`src/rtl/fetch_pkg.sv`:
```
// Shared definitions for the instruction-fetch stage:
// state encoding, reset instruction and PC legality helper.
package fetch_pkg;

    typedef enum logic [1:0] {
        ST_IDLE   = 2'd0,
        ST_RUN    = 2'd1,
        ST_HALTED = 2'd2,
        ST_FAULT  = 2'd3
    } state_t;

    localparam logic [31:0] NOP_INST      = 32'h0000_0000;
    localparam int          MEM_DEPTH_DEF = 256;
    localparam longint      IMEM_BYTES    = MEM_DEPTH_DEF * 4;

    // Word aligned and inside the fetchable byte range.
    function automatic logic pc_legal(
        input logic [63:0] pc,
        input logic [63:0] limit
    );
        return (pc[1:0] == 2'b00) && (pc < limit);
    endfunction

endpackage

```
`src/rtl/fetch_unit_if_id_reg.sv`:
```
// IF/ID pipeline register: flush clears valid, load captures,
// otherwise contents hold.
import fetch_pkg::*;

module if_id_reg #(
    parameter int PC_WIDTH   = 32,
    parameter int INST_WIDTH = 32
) (
    input  logic                  clk,
    input  logic                  rst_n,
    input  logic                  load,
    input  logic                  flush,
    input  logic [INST_WIDTH-1:0] fetch_inst,
    input  logic [PC_WIDTH-1:0]   fetch_pc,
    output logic                  id_valid,
    output logic [INST_WIDTH-1:0] id_inst,
    output logic [PC_WIDTH-1:0]   id_pc,
    output logic [PC_WIDTH-1:0]   id_pc_plus4
);

    always_ff @(posedge clk or negedge rst_n) begin
        if (!rst_n) begin
            id_valid    <= 1'b0;
            id_inst     <= INST_WIDTH'(NOP_INST);
            id_pc       <= '0;
            id_pc_plus4 <= '0;
        end else if (flush) begin
            id_valid <= 1'b0;
        end else if (load) begin
            id_valid    <= 1'b1;
            id_inst     <= fetch_inst;
            id_pc       <= fetch_pc;
            id_pc_plus4 <= fetch_pc + PC_WIDTH'(4);
        end
    end

endmodule

```
`src/rtl/fetch_unit.sv`:
```
// Instruction-fetch stage: PC ownership, redirect/halt/fault
// control FSM, and the IF/ID handoff to decode.
import fetch_pkg::*;

module fetch_unit #(
    parameter int                PC_WIDTH     = 32,
    parameter int                INST_WIDTH   = 32,
    parameter int                MEM_DEPTH    = MEM_DEPTH_DEF,
    parameter logic [PC_WIDTH-1:0] RESET_VECTOR = '0
) (
    input  logic                  clk,
    input  logic                  rst_n,
    output logic [PC_WIDTH-1:0]   imem_pc,
    input  logic [INST_WIDTH-1:0] imem_inst,
    input  logic                  redirect_valid,
    input  logic [PC_WIDTH-1:0]   redirect_pc,
    input  logic                  halt_req,
    input  logic                  id_ready,
    output logic                  id_valid,
    output logic [INST_WIDTH-1:0] id_inst,
    output logic [PC_WIDTH-1:0]   id_pc,
    output logic [PC_WIDTH-1:0]   id_pc_plus4,
    output logic                  fetch_fault,
    output logic [PC_WIDTH-1:0]   fault_pc,
    output logic [1:0]            state_o
);

    localparam logic [63:0] LIMIT = 64'(MEM_DEPTH) * 64'd4;

    state_t              state;
    state_t              state_nx;
    logic [PC_WIDTH-1:0] pc_q;
    logic [PC_WIDTH-1:0] pc_nx;
    logic [PC_WIDTH-1:0] fault_addr;
    logic                pc_ok;
    logic                tgt_ok;
    logic                load;
    logic                run_fetch;
    logic                capture;
    logic                flush;
    logic                fault_set;
    logic                fault_clr;

    assign pc_ok     = pc_legal(64'(pc_q), LIMIT);
    assign tgt_ok    = pc_legal(64'(redirect_pc), LIMIT);
    assign load      = !id_valid || id_ready;
    assign run_fetch = (state == ST_RUN) && !redirect_valid
                       && !halt_req && load;

    always_ff @(posedge clk or negedge rst_n) begin
        if (!rst_n) state <= ST_IDLE;
        else        state <= state_nx;
    end

    always_comb begin
        state_nx = state;
        unique case (state)
            ST_IDLE: begin
                state_nx = (redirect_valid && !tgt_ok) ? ST_FAULT : ST_RUN;
            end
            ST_RUN: begin
                if (redirect_valid)
                    state_nx = !tgt_ok ? ST_FAULT
                             : halt_req ? ST_HALTED : ST_RUN;
                else if (halt_req)
                    state_nx = ST_HALTED;
                else if (load && !pc_ok)
                    state_nx = ST_FAULT;
            end
            ST_HALTED: begin
                if (redirect_valid)
                    state_nx = !tgt_ok ? ST_FAULT
                             : halt_req ? ST_HALTED : ST_RUN;
                else if (!halt_req)
                    state_nx = ST_RUN;
            end
            ST_FAULT: begin
                if (redirect_valid && tgt_ok) state_nx = ST_RUN;
            end
        endcase
    end

    always_comb begin
        pc_nx      = pc_q;
        capture    = 1'b0;
        flush      = 1'b0;
        fault_set  = 1'b0;
        fault_clr  = 1'b0;
        fault_addr = pc_q;
        unique case (1'b1)
            redirect_valid: begin
                pc_nx      = redirect_pc;
                flush      = 1'b1;
                fault_addr = redirect_pc;
                fault_set  = !tgt_ok;
                fault_clr  = tgt_ok && (state == ST_FAULT);
            end
            run_fetch: begin
                if (pc_ok) begin
                    capture = 1'b1;
                    pc_nx   = pc_q + PC_WIDTH'(4);
                end else begin
                    flush     = 1'b1;
                    fault_set = 1'b1;
                end
            end
            default: ;
        endcase
        // Decode took the current entry and nothing replaces it.
        if (!capture && id_ready) flush = 1'b1;
    end

    always_ff @(posedge clk or negedge rst_n) begin
        if (!rst_n) begin
            pc_q        <= RESET_VECTOR;
            fetch_fault <= 1'b0;
            fault_pc    <= '0;
        end else begin
            pc_q <= pc_nx;
            if (fault_set) begin
                fetch_fault <= 1'b1;
                fault_pc    <= fault_addr;
            end else if (fault_clr) begin
                fetch_fault <= 1'b0;
            end
        end
    end

    if_id_reg #(
        .PC_WIDTH   (PC_WIDTH),
        .INST_WIDTH (INST_WIDTH)
    ) u_if_id (
        .clk         (clk),
        .rst_n       (rst_n),
        .load        (capture),
        .flush       (flush),
        .fetch_inst  (imem_inst),
        .fetch_pc    (pc_q),
        .id_valid    (id_valid),
        .id_inst     (id_inst),
        .id_pc       (id_pc),
        .id_pc_plus4 (id_pc_plus4)
    );

    assign imem_pc = pc_q;
    assign state_o = state;

endmodule

```
`config.mk`:
```
export PLATFORM = sky130hd
export DESIGN_NAME = fetch_unit
export DESIGN_NICKNAME = d
export VERILOG_FILES = /design/src/rtl/fetch_pkg.sv /design/src/rtl/fetch_unit_if_id_reg.sv /design/src/rtl/fetch_unit.sv
export SDC_FILE = /design/constraint.sdc
export NUM_CORES = 1
export LEC_CHECK = 0
export CORE_UTILIZATION = 46
export DETAILED_ROUTE_END_ITERATION = 12
export GPL_TIMING_DRIVEN = 0
export PLACE_DENSITY = 0.8
export SLEW_MARGIN = 0
export SYNTH_ARGS = -nofsm -noshare
export SYNTH_HDL_FRONTEND = slang
export SYNTH_HIERARCHICAL = 1
export SYNTH_SLANG_ARGS = --single-unit
```
`constraint.sdc`:
```
create_clock -name clk -period 4.1 [get_ports clk]
set_clock_uncertainty 0.15 [all_clocks]
set_input_delay 1.23 -clock clk [delete_from_list [all_inputs] [get_ports clk]]
set_output_delay 1.23 -clock clk [all_outputs]
set_load 0.02 [all_outputs]
```
==> impl_metrics.csv <==
group,metric,value,unit
global_routing,grt_max_degree,87,
power_and_ir_drop,ir_worst_vdd,0.000270,V
yosys,synth.area.top_cells,"dfrtp_1 (57%), nand2_1 (12%), mux2_2 (5.2%), mux2_4 (4.2%), o21ai_0 (2.2%)",
placed_design,dp.cells,1114,
power_and_ir_drop,power_frac_seq,45.1,%
timing,slew_headroom,49.4,%
routing,num_vias,6186,
critical_path,cp_max_fo,10,
critical_path,critPathBufInv,5,
cts,clock_latency,420,ps
floorplanning,die-area,16100,µm²
floorplanning,core_area,15200,µm²
timing,fin_crit_sh,95.3,%
routing,viasPerCell,5.40,
global_routing,grt_pass1_vias,6057,
power_and_ir_drop,p_sw_share,25.9,%
floorplanning,row_count,45,
routing,postRouteAntennaNets,0,
cts,cts_hold_buf,0,
critical_path,path_cells,"clkdlybuf4s50_1 -> or3b_1 -> or3_1 -> buf_6 -> nor3_4 -> nand2b_1 -> clkbuf_1 -> clkbuf_1 -> clkbuf_1 -> nand2_1 -> nand2_1",
finish,antenna_cells,0,
floorplanning,die_y,127,µm
placed_design,place_area,9750,µm²
placed_design,port_buffers,232,
cts,cts.clk_slew.worst_paths,60,ps
global_routing,met1_usage,33.9,%
yosys,ys_seq_area_share,56.6,%
yosys,synth_top_area_cell,"dfrtp_1",
power_and_ir_drop,internal_power,2.97,mW
global_routing,grt.overflow.total,0,
timing,hold_ws,324,ps
power_and_ir_drop,leakagePower,4.61,nW
timing,grt_setup_unrepaired,"false",
yosys,syn_inst,693,
yosys,synth_flop_cell,"dfrtp_1",
power_and_ir_drop,pwr-share-clk,39.6,%
cts,clk_path_buf_depth,2,
global_routing,busiest_layer,"met2",
yosys,synth_top_area_share,56.6,%
critical_path,critPathSlowestCell,"clkdlybuf4s50_1",
timing,worst_pin_slew,752,ps
cts,cts-buffers-inserted,17,
critical_path,critical-path-top-delay-family,"buffers and inverters",
global_routing,grt_pass1_wl,32800,µm
worst_hold_path,hold_end,"u_if_id/id_inst[29]$_DFFE_PN0P_",
cts,cts.sinks,162,
timing,clock.fmax,256,MHz
cts,cts_tree,"built",
run_status,status,"completed",
routing,drc_errors,0,
finish,drive_above_1_share,10.6,%
timing,tns,0,ps
critical_path,critPathCaptureType,"register",
critical_path,start_kind,"input pin",
yosys,synth_area,7160,µm²
yosys,synth.distinct_cells,49,
routing,wl_per_cell,18.1,µm
finish,area_delta_synth_final,44.6,%
yosys,ys_warn_count,6,
floorplanning,start_util,47.1,%
power_and_ir_drop,p_comb_share,15.3,%
critical_path,critPathRequiredTime,4250,ps
timing,hold_viol,0,
worst_hold_path,hp-class,"register to register",
cts,post_cts_buffers,0,
yosys,yosysMostFrequentCell,"nand2_1",
critical_path,rr_worst_depth,10,
placed_design,dp_hpwl,15000,µm
power_and_ir_drop,powerDensity,387,nW/µm²
critical_path,r2r_slack,810,ps
timing,setup_violations,0,
worst_hold_path,min-delay-start,"u_if_id/id_inst[29]$_DFFE_PN0P_",
critical_path,timing.rr.start,"imem_pc[28]$_DFFE_PN0P_",
power_and_ir_drop,p_sw,1.04,mW
flow_run,maxCapViolCount,0,
cts,cts.repair.resized,3,
finish,final_cells,1145,
critical_path,arrival,4060,ps
global_routing,met2_usage,43.4,%
routing,drt_wl_total,20700,µm
yosys,synth.avg_cell_area,10.3,µm²
yosys,ys_ff_latch,162,
critical_path,slowest_delay,480,ps
routing,drt_iter0_drc,347,
global_routing,grt_util_all_layers,26.5,%
global_routing,antenna_found_initial,0,
global_routing,grtUsageMet3,6.66,%
routing,dr.pass1.iters,4,
power_and_ir_drop,finalPower,4.01,mW
yosys,synth_edf_count,0,
cts,cts_root_buffer,"clkbuf_16",
finish,fin_area,10400,µm²
timing,fin_crit,3910,ps
yosys,synth_commonest_cells,"nand2_1 (225), dfrtp_1 (162), mux2_2 (33)",
placed_design,place_congestion,0.826,
cts,h-tree-depth,4,
floorplanning,dieWidth,127,µm
critical_path,crit_type,"input pin to register",
timing,drv_slew,0,
yosys,syn_nets,764,
floorplanning,io_pins,233,
worst_hold_path,hold_depth,2,
critical_path,r2r-end,"u_if_id/id_inst[17]$_DFFE_PN0P_",
finish,nets,1015,
yosys,async_flop_share,100,%
critical_path,crit_top_cell,"clkbuf_1",
-- worst min-delay path, stage by stage (launching register included) --
cell     delay [ps]
dfrtp_1         340
nand2_1          50
nand2_1          50
-- how the worst max path moves through the flow --
stage                    from                                  end  slack, ps  cells after the start
6_report             halt_req      u_if_id/id_inst[17]$_DFFE_PN0P_        190                     11
5_1_grt              halt_req  u_if_id/id_pc_plus4[29]$_DFFE_PN0P_         10                     10
4_1_cts        redirect_valid      u_if_id/id_inst[13]$_DFFE_PN0P_        120                     10
3_5_place_dp         halt_req      u_if_id/id_inst[10]$_DFFE_PN0P_      -1060                     11
3_3_place_gp            rst_n             fault_pc[20]$_DFFE_PN0P_      -4830                      1
2_1_floorplan        halt_req      u_if_id/id_inst[10]$_DFFE_PN0P_        320                     10
-- layout make-up --
cell class	instances	area, µm²
Tap cell	188	235
Clock inverter	7	97.6
Multi-Input combinational cell	485	2900
Fill cell	1171	4850
Inverter	9	33.8
Timing Repair Buffer	233	2350
Buffer	36	185
Clock buffer	25	495
Sequential cell	162	4050
-- per-layer routing --
layer  vias to the layer above  routed length [µm]
li1                       2895                   -
met1                      3037                8960
met2                       221                9910
met3                        33                1360
met4                         0                 442
met5                         -                   0
-- cell usage in the layout, fill, tap and decap left out, types with 7 or more instances in the layout --
master,netlist,layout
clkdlybuf4s50_1,0,231
nand2_1,225,225
dfrtp_1,162,162
mux2_2,33,33
o21ai_0,32,32
clkbuf_1,27,26
nor2_1,24,24
mux2_4,20,20
nor4_1,18,18
clkbuf_16,0,17
nand3_1,15,15
a31oi_1,15,15
xnor2_1,10,10
inv_1,9,9
mux2_1,9,9
o31ai_1,8,8
nand4_1,7,7
or3_1,7,7
a21oi_1,7,7
-- state kept, by name, indices dropped and copies added (netlist names) --
name / flops
fault_pc: 32
imem_pc: 32
u_if_id/id_inst: 32
u_if_id/id_pc: 32
u_if_id/id_pc_plus4: 30
state_o: 2
fetch_fault: 1
u_if_id/id_valid: 1
-- per-stage QoR --
stage               worst slack [ps]  util [%]
global placement               -4830      63.9
detailed placement             -1060      64.1
CTS                              119      68.1
finish                           193      68.1
global route                    14.0      68.1
floorplan                        322         -
-- power groups by stage --
stage / logic (mW) / clock network, mW / registers, mW
6_report: 0.611 / 1.59 / 1.81
5_1_grt: 0.651 / 1.68 / 1.82
4_1_cts: 0.616 / 1.61 / 1.81
3_5_place_dp: 0.611 / 0 / 1.83
3_3_place_gp: 0.600 / 0 / 1.83
2_1_floorplan: 0.194 / 0 / 1.89
-- cells by family after synthesis --
kind of cell | Yosys count | synth area share (%)
xor+xnor | 15 | 1.83
buf+inv | 46 | 3.06
flops | 162 | 56.6
fa+ha+maj | 2 | 0.349
simple gates | 324 | 19.9
mux | 63 | 10.9
compound gates | 81 | 7.34
(Power assumes the default switching activity.)
